File: config.mk
export PLATFORM = sky130hd
export DESIGN_NAME = key_debounce_bank
export DESIGN_NICKNAME = d
export VERILOG_FILES = /design/src/rtl/key_pkg.sv /design/src/rtl/key_debounce_ch.sv /design/src/rtl/key_debounce_bank.sv
export SDC_FILE = /design/constraint.sdc
export NUM_CORES = 1
export LEC_CHECK = 0
export CAP_MARGIN = 20
export CORE_UTILIZATION = 45
export CTS_CLUSTER_SIZE = 30
export DETAILED_ROUTE_END_ITERATION = 8
export PLACE_DENSITY_LB_ADDON = 0.1
export SLEW_MARGIN = 10
export SYNTH_ARGS = -nofsm -noshare
export SYNTH_HDL_FRONTEND = slang
export SYNTH_SLANG_ARGS = --single-unit
File: constraint.sdc
create_clock -name C -period 5 [get_ports C]
set_clock_uncertainty 0.05 [all_clocks]
set_input_delay 1 -clock C [delete_from_list [all_inputs] [get_ports C]]
set_output_delay 1 -clock C [all_outputs]
set_load 0.005 [all_outputs]
File: src/rtl/key_pkg.sv
// Shared constants and helpers for the key debounce bank.
package key_pkg;

    localparam int   KEY_N_DEF      = 4;
    localparam int   KEY_SYNC_DEF   = 2;
    localparam int   KEY_STABLE_DEF = 50000;
    localparam logic KEY_RST_LVL    = 1'b0;

    // Smallest counter width whose range covers 0..stable-1.
    function automatic int key_min_cnt_w(input int stable);
        int w;
        w = 1;
        while ((64'd1 << w) < 64'(stable)) begin
            w = w + 1;
        end
        return w;
    endfunction

endpackage

File: src/rtl/key_debounce_ch.sv
// One key channel: synchroniser, stability counter, clean level and edge pulses.
// The fall pulse exists only when KEY_RELEASE_PULSE_EN is defined.
module key_debounce_ch
    import key_pkg::*;
#(
    parameter int SYNC_STAGES = KEY_SYNC_DEF,
    parameter int STABLE      = KEY_STABLE_DEF,
    parameter int CNT_W       = 16
) (
    input  logic i_clk,
    input  logic i_rst_n,
    input  logic i_d,
    output logic o_q,
    output logic o_rise,
    output logic o_fall
);

    localparam logic [CNT_W-1:0] LP_LAST = CNT_W'(STABLE - 1);

    logic [SYNC_STAGES-1:0] r_sync;
    logic [CNT_W-1:0]       r_cnt;
    logic                   r_q;
    logic                   r_rise;
`ifdef KEY_RELEASE_PULSE_EN
    logic                   r_fall;
`endif
    logic                   w_s;

    assign w_s = r_sync[SYNC_STAGES-1];

    // (r_q, r_cnt) is the channel state: r_cnt==0 with w_s==r_q is idle.
    always_ff @(posedge i_clk or negedge i_rst_n) begin
        if (!i_rst_n) begin
            r_sync <= {SYNC_STAGES{KEY_RST_LVL}};
            r_cnt  <= '0;
            r_q    <= KEY_RST_LVL;
            r_rise <= 1'b0;
`ifdef KEY_RELEASE_PULSE_EN
            r_fall <= 1'b0;
`endif
        end else begin
            r_sync <= {r_sync[SYNC_STAGES-2:0], i_d};
            r_rise <= 1'b0;
`ifdef KEY_RELEASE_PULSE_EN
            r_fall <= 1'b0;
`endif
            if (w_s == r_q) begin
                r_cnt <= '0;
            end else if (r_cnt == LP_LAST) begin
                r_q    <= w_s;
                r_cnt  <= '0;
                r_rise <= w_s;
`ifdef KEY_RELEASE_PULSE_EN
                r_fall <= ~w_s;
`endif
            end else begin
                r_cnt <= r_cnt + CNT_W'(1);
            end
        end
    end

    assign o_q    = r_q;
    assign o_rise = r_rise;
`ifdef KEY_RELEASE_PULSE_EN
    assign o_fall = r_fall;
`else
    assign o_fall = 1'b0;
`endif

endmodule

File: src/rtl/key_debounce_bank.sv
// Bank of N independent debounced key channels with Q/notQ and rise/fall pulses.
// Optional KEY_RELEASE_PULSE_EN enables the fall pulses; otherwise fall is all 0.
module key_debounce_bank
    import key_pkg::*;
#(
    parameter int N           = KEY_N_DEF,
    parameter int SYNC_STAGES = KEY_SYNC_DEF,
    parameter int STABLE      = KEY_STABLE_DEF,
    parameter int CNT_W       = 16
) (
    input  logic         C,
    input  logic         rst_n,
    input  logic [N-1:0] D,
    output logic [N-1:0] Q,
    output logic [N-1:0] notQ,
    output logic [N-1:0] rise,
    output logic [N-1:0] fall
);

    if (N < 1 || N > 16) begin : g_bad_n
        $error("key_debounce_bank: N=%0d outside 1..16", N);
    end
    if (SYNC_STAGES < 2 || SYNC_STAGES > 3) begin : g_bad_sync
        $error("key_debounce_bank: SYNC_STAGES=%0d outside 2..3", SYNC_STAGES);
    end
    if (STABLE < 1) begin : g_bad_stable
        $error("key_debounce_bank: STABLE must be >= 1");
    end
    if (CNT_W < key_min_cnt_w(STABLE)) begin : g_bad_cnt_w
        $error("key_debounce_bank: CNT_W=%0d too small for STABLE=%0d", CNT_W, STABLE);
    end

    for (genvar g = 0; g < N; g++) begin : g_ch
        key_debounce_ch #(
            .SYNC_STAGES (SYNC_STAGES),
            .STABLE      (STABLE),
            .CNT_W       (CNT_W)
        ) u_ch (
            .i_clk   (C),
            .i_rst_n (rst_n),
            .i_d     (D[g]),
            .o_q     (Q[g]),
            .o_rise  (rise[g]),
            .o_fall  (fall[g])
        );
    end

    assign notQ = ~Q;

endmodule

=== Word level (Yosys, flattened, before mapping) ===
Index checks and enable logic that the tools add are counted.

* Register bits after elaboration: 80
* Bits of input ports: 6
* Output and inout bits: 16
* Word-level logic and storage cells: 53

* Add/subtract/negate cells: 4
* Bitwise gates (word level): 5
* Eq/ne operators: 8
* Reductions and logical operators: 4
* Muxes and demuxes: 16

{| class="wikitable"
|+ Operators with widths
! operator !! count
|-
| two-way mux 16 bit || 8
|-
| adder 16 x 1 -> 16 bit (second input constant) || 4
|-
| equality test 16 bit (second input constant) || 4
|-
| two-way mux 1 bit || 8
|-
| AND reduction 2 bit || 4
|-
| equality test 1 bit || 4
|-
| inverter 1 bit || 4
|-
| inverter 4 bit || 1
|}

=== Logic depth before layout (Yosys ltp) ===
Gate-level depths: netlist (run 1).

* Depth after elaboration: 3
* Depth in mapped cells: 6

=== By module ===
A second synthesis (run 1) with hierarchy kept.

* Cell total of the unflattened synthesis: 376
* Area total of the unflattened synthesis: 3933.8 sq um

{| class="wikitable"
|+ Modules (own cells, without submodules)
! module !! instances !! sequential area each (sq um) !! area an instance (sq um) !! cells each
|-
| key_debounce_ch || 4 || 500.5 || 979.7 || 93
|-
| key_debounce_bank || 1 || 0.0 || 15.0 || 4
|}

=== Least setup slack after synthesis (run 1) ===
OpenSTA, ideal clock, no wires.

* Path kind: register to register
* Start: reg g_ch[2].u_ch.r_cnt[10]
* End: reg g_ch[2].u_ch.r_q
* Required time: 4825 ps
* Buffers on the path: 0
* Clock period less this slack: 1854 ps
* Setup time: 125 ps
* Arrival time: 1679 ps
* Slack: 3146 ps
* Cell stages (with the launch flop): 4
* Cell sequence: dfrtp_1 > or3b_4 > or4_4 > mux2_4

* Cells in the longest elaborated chain, start to end: 2

{| class="wikitable"
|+ RTL lines
! item !! line !! RTL
|-
| start: declaration || key_debounce_ch.sv:21 || <nowiki>logic [CNT_W-1:0] r_cnt;</nowiki>
|-
| start signal: assignment || key_debounce_ch.sv:57 || <nowiki>r_cnt <= r_cnt + CNT_W'(1);</nowiki>
|-
| equality test 16 bit || key_debounce_ch.sv:49 || <nowiki>end else if (r_cnt == LP_LAST) begin</nowiki>
|-
| AND reduction 2 bit (no line) || -- ||
|-
| end signal: assignment || key_debounce_ch.sv:50 || <nowiki>r_q <= w_s;</nowiki>
|-
| end: declaration || key_debounce_ch.sv:22 || <nowiki>logic r_q;</nowiki>
|}

Every way passes these cells.
A chain may end at the register's enable or synchronous reset.

=== Final worst setup path (run 1) ===
* Start: reg g_ch[0].u_ch.r_q
* End: out notQ[0]

* Cells in the longest elaborated chain, start to end: 1

{| class="wikitable"
|+ RTL lines
! item !! line !! RTL
|-
| start: declaration || key_debounce_ch.sv:22 ||
|-
| start signal: assignment || key_debounce_ch.sv:50 ||
|-
| inverter 4 bit || key_debounce_bank.sv:48 || <nowiki>assign notQ = ~Q;</nowiki>
|-
| end: declaration || key_debounce_bank.sv:15 || <nowiki>output logic [N-1:0] notQ,</nowiki>
|}

Every way passes these cells.

==> out/metrics.csv, run 1 <==
metric,value,unit
Synth Instances,362,
Skew-Pair Late Insertion Delay,0.35,ns
Sw Share,0.2219,
worst hold path startpoint,g_ch[3].u_ch.r_sync[0],
port bufs,17,
proportion of layout cells with a drive suffix above 1,0.07853,
CTS tree,built,
final hold violations,0,
DR pass1 iterations,4,
dominant synthesized flop cell,dfrtp_1,
mean routed wirelength per cell,12.93,um
antenna violations before repair,0,
WS Path Type,reg -> out,
H-Tree Depth,3,
max incr delay on CP,0.49,ns
Worst-path clk slew,0.08,ns
GP Congestion,0.7813,
post-route insts no fill,487,
slack of the critical path,2.621,ns
RR Startpoint,g_ch[0].u_ch.r_cnt[10],
"Seq/Total Area, Yosys",0.5316,
Clock Path Buffers,2,
peak supply drop,0.1544,mV
Hold Path Class,reg -> reg,
met2 Usage GRT,0.2623,
Via density,5.031,
NumNets Final,387,
# DRC,0,
Post-synth EDFFs,0,
DP HPWL,4.125,mm
Post-synth top cells,"dfrtp_1, nor2_1, xnor2_1, nand3_1",
"reg-to-reg slack, setup",2.98,ns
Final TNS setup,0,ns
1st-iter DRT viols,126,
Mapped Area,3766,um2
cts hold-fix bufs,0,
Relative slew margins,0.4595,
max_cap viols,0,
final core occ,0.5136,
"Setup Fix Bufs, Post-CTS",0,
largest net degree at the start of global routing,81,
status,"complete, no violations",
CP required,3.95,ns
Core Area,8175,um2
cells along the critical path,inv_1 -> clkdlybuf4s50_1,
top post-synthesis cells by area,"dfrtp_1, xnor2_1, nor2_1",
async set or reset register ratio after synthesis,1.000,
grt met1 use,0.2094,
"slowest stage cell, crit path",clkdlybuf4s50_1,
Synth top area share,0.5316,
Core Rows,33,
fmax,420.3,MHz
LEAKAGE,1.678,nW
clock share of power,0.405,
post-synth top area cell,dfrtp_1,
Die Footprint,8739,um2
syn avg cell area,10.40,um2
Synth cell types,29,
vias in the first global route,2427,
I/O pin count,22,
M3 GR Usage,0.04959,
chip height,93.48,um
Slew @ Worst Pin,0.8080,ns
post-CTS resize count,0,
register bit total from synthesis,80,
design area,4199,um2
Sequential Power Share,0.559,
max-slew violation count,0,
crit path DAT,1.33,ns
first-pass GRT wire length,11.04,mm
most numerous cell in the Yosys netlist,dfrtp_1,
area of placed instances,3965,um2
cell depth of the worst flop-to-flop path,3,
Max Fanout on Critical Path,5,
shortest period the worst path allows,2.379,ns
YS warnings,0,
sw power,0.0002650,W
GRT Total Usage,0.1640,
# clock sinks,80,
Comb pwr share,0.036,
Hold Path Sink,g_ch[3].u_ch.r_sync[1],
peak-usage layer in the global routing report,met2,
Die Width,93.48,um
gr ovfl total,0,
RSZ-0062 raised after global routing,false,
routed via count,2450,
Worst Hold Path Cells,0,
Pint,0.0009292,W
Power Density,284.4,nW/um2
initial core utilization,0.4607,
area delta synth->final,11.50,%
post-route ant nets,0,
Final period util,0.4758,
Routed WL,6.295,mm
cts bufs inserted,9,
root buf cell,clkbuf_8,
pre-CTS setup slack,2.930,ns
FF-to-FF End,g_ch[0].u_ch.r_cnt[9],
Critical Path Start Type,register,
Setup crit end kind,output port,
antenna cells,0,
setup violators final,0,
Placed Cells,470,
==> per-layer routing <==
metal	vias up	routed length [um]
li1	1235	-
met1	1171	3115
met2	34	2861
met3	10	233
met4	0	85
met5	-	0
==> sequential cells by signal, indices dropped and copies added, names as in the netlist <==
| signal | cells |
|---|---|
| g_ch.u_ch.r_cnt | 64 |
| g_ch.u_ch.o_rise | 4 |
| g_ch.u_ch.r_sync | 8 |
| g_ch.u_ch.o_q | 4 |
==> cells in the final DEF, fill, tap and decap left out, types with 10 or more instances in the layout <==
master / instances
clkbuf_8: 11
clkdlybuf4s50_1: 16
dfrtp_1: 80
inv_1: 16
nand2_1: 12
nand3_1: 24
nand4_1: 15
nor2_1: 74
nor3_1: 15
nor4_1: 16
xnor2_1: 50
xor2_1: 10
==> worst max-delay path by stage <==
stage	depth (start not counted)	slack [ns]	startpoint	end
after floorplan	3	3.15	g_ch[2].u_ch.r_cnt[10]	g_ch[2].u_ch.o_q
after global placement	3	2.98	g_ch[2].u_ch.r_cnt[10]	g_ch[2].u_ch.r_cnt[2]
after detailed placement	3	2.93	g_ch[0].u_ch.r_cnt[10]	g_ch[0].u_ch.r_cnt[9]
after CTS	2	2.59	g_ch[1].u_ch.o_q	notQ[1]
after global routing	2	2.51	g_ch[0].u_ch.o_q	notQ[0]
final	2	2.62	g_ch[0].u_ch.o_q	notQ[0]
==> layout make-up <==
class	count	area, um2
clock buffer	11	151.4
timing repair buffer	18	195.2
sequential	80	2002
fill	763	3976
multi-input combinational	252	1604
clock inverter	5	55.05
tap	105	131.4
inverter	16	60.06
==> critical path: cells and delay by family, from the launching register on <==
kind     cells  cell delay (ns)
buf+inv      2             0.56
flops        1             0.43
==> metrics by stage <==
stage	hold WS, ns	total power, W
4_1_cts	0.3049	0.001218
3_3_place_gp	0.2834	0.0007213
6_report	0.3029	0.001194
5_1_grt	0.3040	0.001250
3_5_place_dp	0.2871	0.0007221
2_1_floorplan	0.2812	0.0007014
==> power groups by stage <==
| stage | registers [W] | clock network, W | logic, W |
|---|---|---|---|
| finish | 0.000667 | 0.000484 | 0.0000427 |
| global route | 0.000669 | 0.000530 | 0.0000505 |
| CTS | 0.000667 | 0.000508 | 0.0000422 |
| detailed placement | 0.000680 | 0 | 0.0000421 |
| global placement | 0.000680 | 0 | 0.0000413 |
| floorplan | 0.000678 | 0 | 0.0000232 |
==> cells by family (layout without fill, tap and decap cells) <==
| kind of cell | Yosys count | count (layout) | share of synthesized area |
|---|---|---|---|
| mux | 4 | 4 | 0.01395 |
| flops | 80 | 80 | 0.5316 |
| fa+ha+maj | 4 | 4 | 0.01329 |
| simple gates | 178 | 178 | 0.2405 |
| other cells | 1 | 4 | 0.0009957 |
| compound gates | 2 | 2 | 0.01462 |
| xor+xnor | 60 | 60 | 0.1395 |
| buf+inv | 33 | 50 | 0.04552 |
(Power assumes the default switching activity.)
==> inputs of run 2 (changes only) <==
==> constraint.sdc (replaced) <==
create_clock -name C -period 2.5 [get_ports C]
set_clock_uncertainty 0.05 [all_clocks]
set_input_delay 0.5 -clock C [delete_from_list [all_inputs] [get_ports C]]
set_output_delay 0.5 -clock C [all_outputs]
set_load 0.005 [all_outputs]
==> run 2 against run 1 <==
Critical path depth increased by 1. Largest power group unchanged. Via count rose by 3.1%. Sequential share of layout area down 0.17 points. Cell area is 0.36% higher.
==> out/metrics.csv, run 2 (synthesis results as in run 1) <==
metric,value,unit,change
most frequent cells in the layout,"dfrtp_1, nor2_1, xnor2_1",,unchanged
mean routed wirelength per cell,12.84,um,was 12.93 um
final hold violations,0,,unchanged
Die Width,93.48,um,unchanged
number of flip-flops in the largest register,64,,unchanged
first-pass GRT wire length,11.03,mm,was 11.04 mm
GRT Total Usage,0.1638,,was 0.1640
proportion of layout cells with a drive suffix above 1,0.08571,,was 0.07853
port bufs,17,,unchanged
antenna cells,0,,unchanged
Largest regs,"g_ch.u_ch.r_cnt (64), g_ch.u_ch.r_sync (8)",,unchanged
shortest period the worst path allows,1.921,ns,
1st-iter DRT viols,84,,was 126
peak supply drop,0.2928,mV,was 0.1544 mV
Max Fanout on Critical Path,4,,was 5
cell depth of the worst flop-to-flop path,3,,unchanged
DP HPWL,4.137,mm,was 4.125 mm
CP required,2.69,ns,was 3.95 ns
largest reg by FF count,g_ch.u_ch.r_cnt,,unchanged
Clock Path Buffers,2,,unchanged
# clock sinks,80,,unchanged
Final TNS setup,0,ns,unchanged
status,"complete, no violations",,unchanged
Setup crit end kind,register,,was output port
max_cap viols,0,,unchanged
routed via count,2526,,was 2450
stages on the worst setup path,3,,was 2
WS Path Type,reg -> reg,,was reg -> out
RSZ-0062 raised after global routing,false,,unchanged
# DRC,0,,unchanged
post-CTS resize count,0,,unchanged
Core Rows,33,,unchanged
top cell family by delay on the critical path,simple AND/OR/NAND/NOR gates,,was buffers and inverters
Routed WL,6.290,mm,was 6.295 mm
largest net degree at the start of global routing,81,,unchanged
met2 wire length,2.798,mm,was 2.861 mm
Hold Path Class,in -> async,,was reg -> reg
Core Area,8175,um2,unchanged
max incr delay on CP,0.58,ns,was 0.49 ns
DR top layer,met4,,unchanged
gr ovfl total,0,,unchanged
GP Congestion,0.8167,,was 0.7813
WP buf/inv,0,,was 2
Critical Path Start Type,register,,unchanged
"most common cell after layout, fill and taps aside",dfrtp_1,,unchanged
chip height,93.48,um,unchanged
Via density,5.155,,was 5.031
root buf cell,clkbuf_8,,unchanged
fmax,520.5,MHz,
post-route ant nets,0,,unchanged
initial core utilization,0.4607,,unchanged
"slowest stage cell, crit path",or4_4,,was clkdlybuf4s50_1
Skew-Pair Late Insertion Delay,0.35,ns,about the same
DR pass1 iterations,4,,unchanged
H-Tree Depth,3,,unchanged
cts hold-fix bufs,0,,unchanged
CTS tree,built,,unchanged
antenna violations before repair,0,,unchanged
"Setup Fix Bufs, Post-CTS",0,,unchanged
LEAKAGE,1.690,nW,was 1.678 nW
M1 WL,3.140,mm,was 3.115 mm
area delta synth->final,11.89,%,was 11.50%
vias in the first global route,2388,,was 2427
NumNets Final,390,,was 387
I/O pin count,22,,unchanged
max-slew violation count,0,,unchanged
crit path DAT,2.11,ns,was 1.33 ns
Final period util,0.7684,,
cells along the critical path,or3_1 -> or4_4 -> mux2_4,,was inv_1 -> clkdlybuf4s50_1
Die Footprint,8739,um2,unchanged
cts bufs inserted,9,,unchanged
Placed Cells,474,,was 470
setup violators final,0,,unchanged
Worst-path clk slew,0.09,ns,was 0.08 ns
Power Density,569.1,nW/um2,was 284.4 nW/um2
metal3 WL,237,um,was 233 um
post-route insts no fill,490,,was 487
==> run 2: power by group <==
| group | internal, W | switching, W |
|---|---|---|
| Sequential | 0.00131 | 0.0000207 |
| Combinational | 0.0000329 | 0.0000544 |
| Clock | 0.000492 | 0.000483 |
| Total | 0.00184 | 0.000559 |
==> run 2: cell type report <==
cell class              instances  area, um2
fillers                       758       3961
flip-flops and latches         80       2002
multi-input cells             252       1604
repair buffers                 21      210.2
clock buffers                  10      137.6
well taps                     105      131.4
clock inverters                 6      68.82
inverters                      16      60.06
==> run 2: worst paths after layout <==
kind / from / end / slack (ns)
hold reg to reg: g_ch[0].u_ch.r_sync[0] / g_ch[0].u_ch.r_sync[1] / 0.30
max in group asynchronous: rst_n / g_ch[0].u_ch.r_cnt[1] / 1.96
min in group C: g_ch[0].u_ch.r_sync[0] / g_ch[0].u_ch.r_sync[1] / 0.30
hold / removal: rst_n / g_ch[0].u_ch.r_cnt[8] / 0.1
setup / recovery: g_ch[0].u_ch.r_cnt[10] / g_ch[0].u_ch.o_q / 0.58
setup reg to reg: g_ch[0].u_ch.r_cnt[10] / g_ch[0].u_ch.o_q / 0.58
==> run 2: per-layer routing <==
layer / vias to the layer above / GRT usage
met1: 1213 / 0.2215
met5: - / 0
met2: 57 / 0.2420
met3: 10 / 0.03740
li1: 1246 / -
met4: 0 / 0.09231
==> run 2: through the flow <==
| step | utilization | hold slack [ns] | area (um2) | power (W) | setup WS, ns |
|---|---|---|---|---|---|
| final | 0.5155 | 0.09788 | 4214 | 0.002398 | 0.5789 |
| after global routing | 0.5155 | 0.1367 | 4214 | 0.002507 | 0.3624 |
| after CTS | 0.5155 | 0.1209 | 4214 | 0.002443 | 0.5704 |
| after detailed placement | 0.4902 | 0.2879 | 4008 | 0.001452 | 0.5906 |
| after global placement | 0.4902 | 0.2827 | 4008 | 0.001451 | 0.6014 |
| after floorplan | - | 0.1544 | 3777 | 0.001403 | 0.6455 |
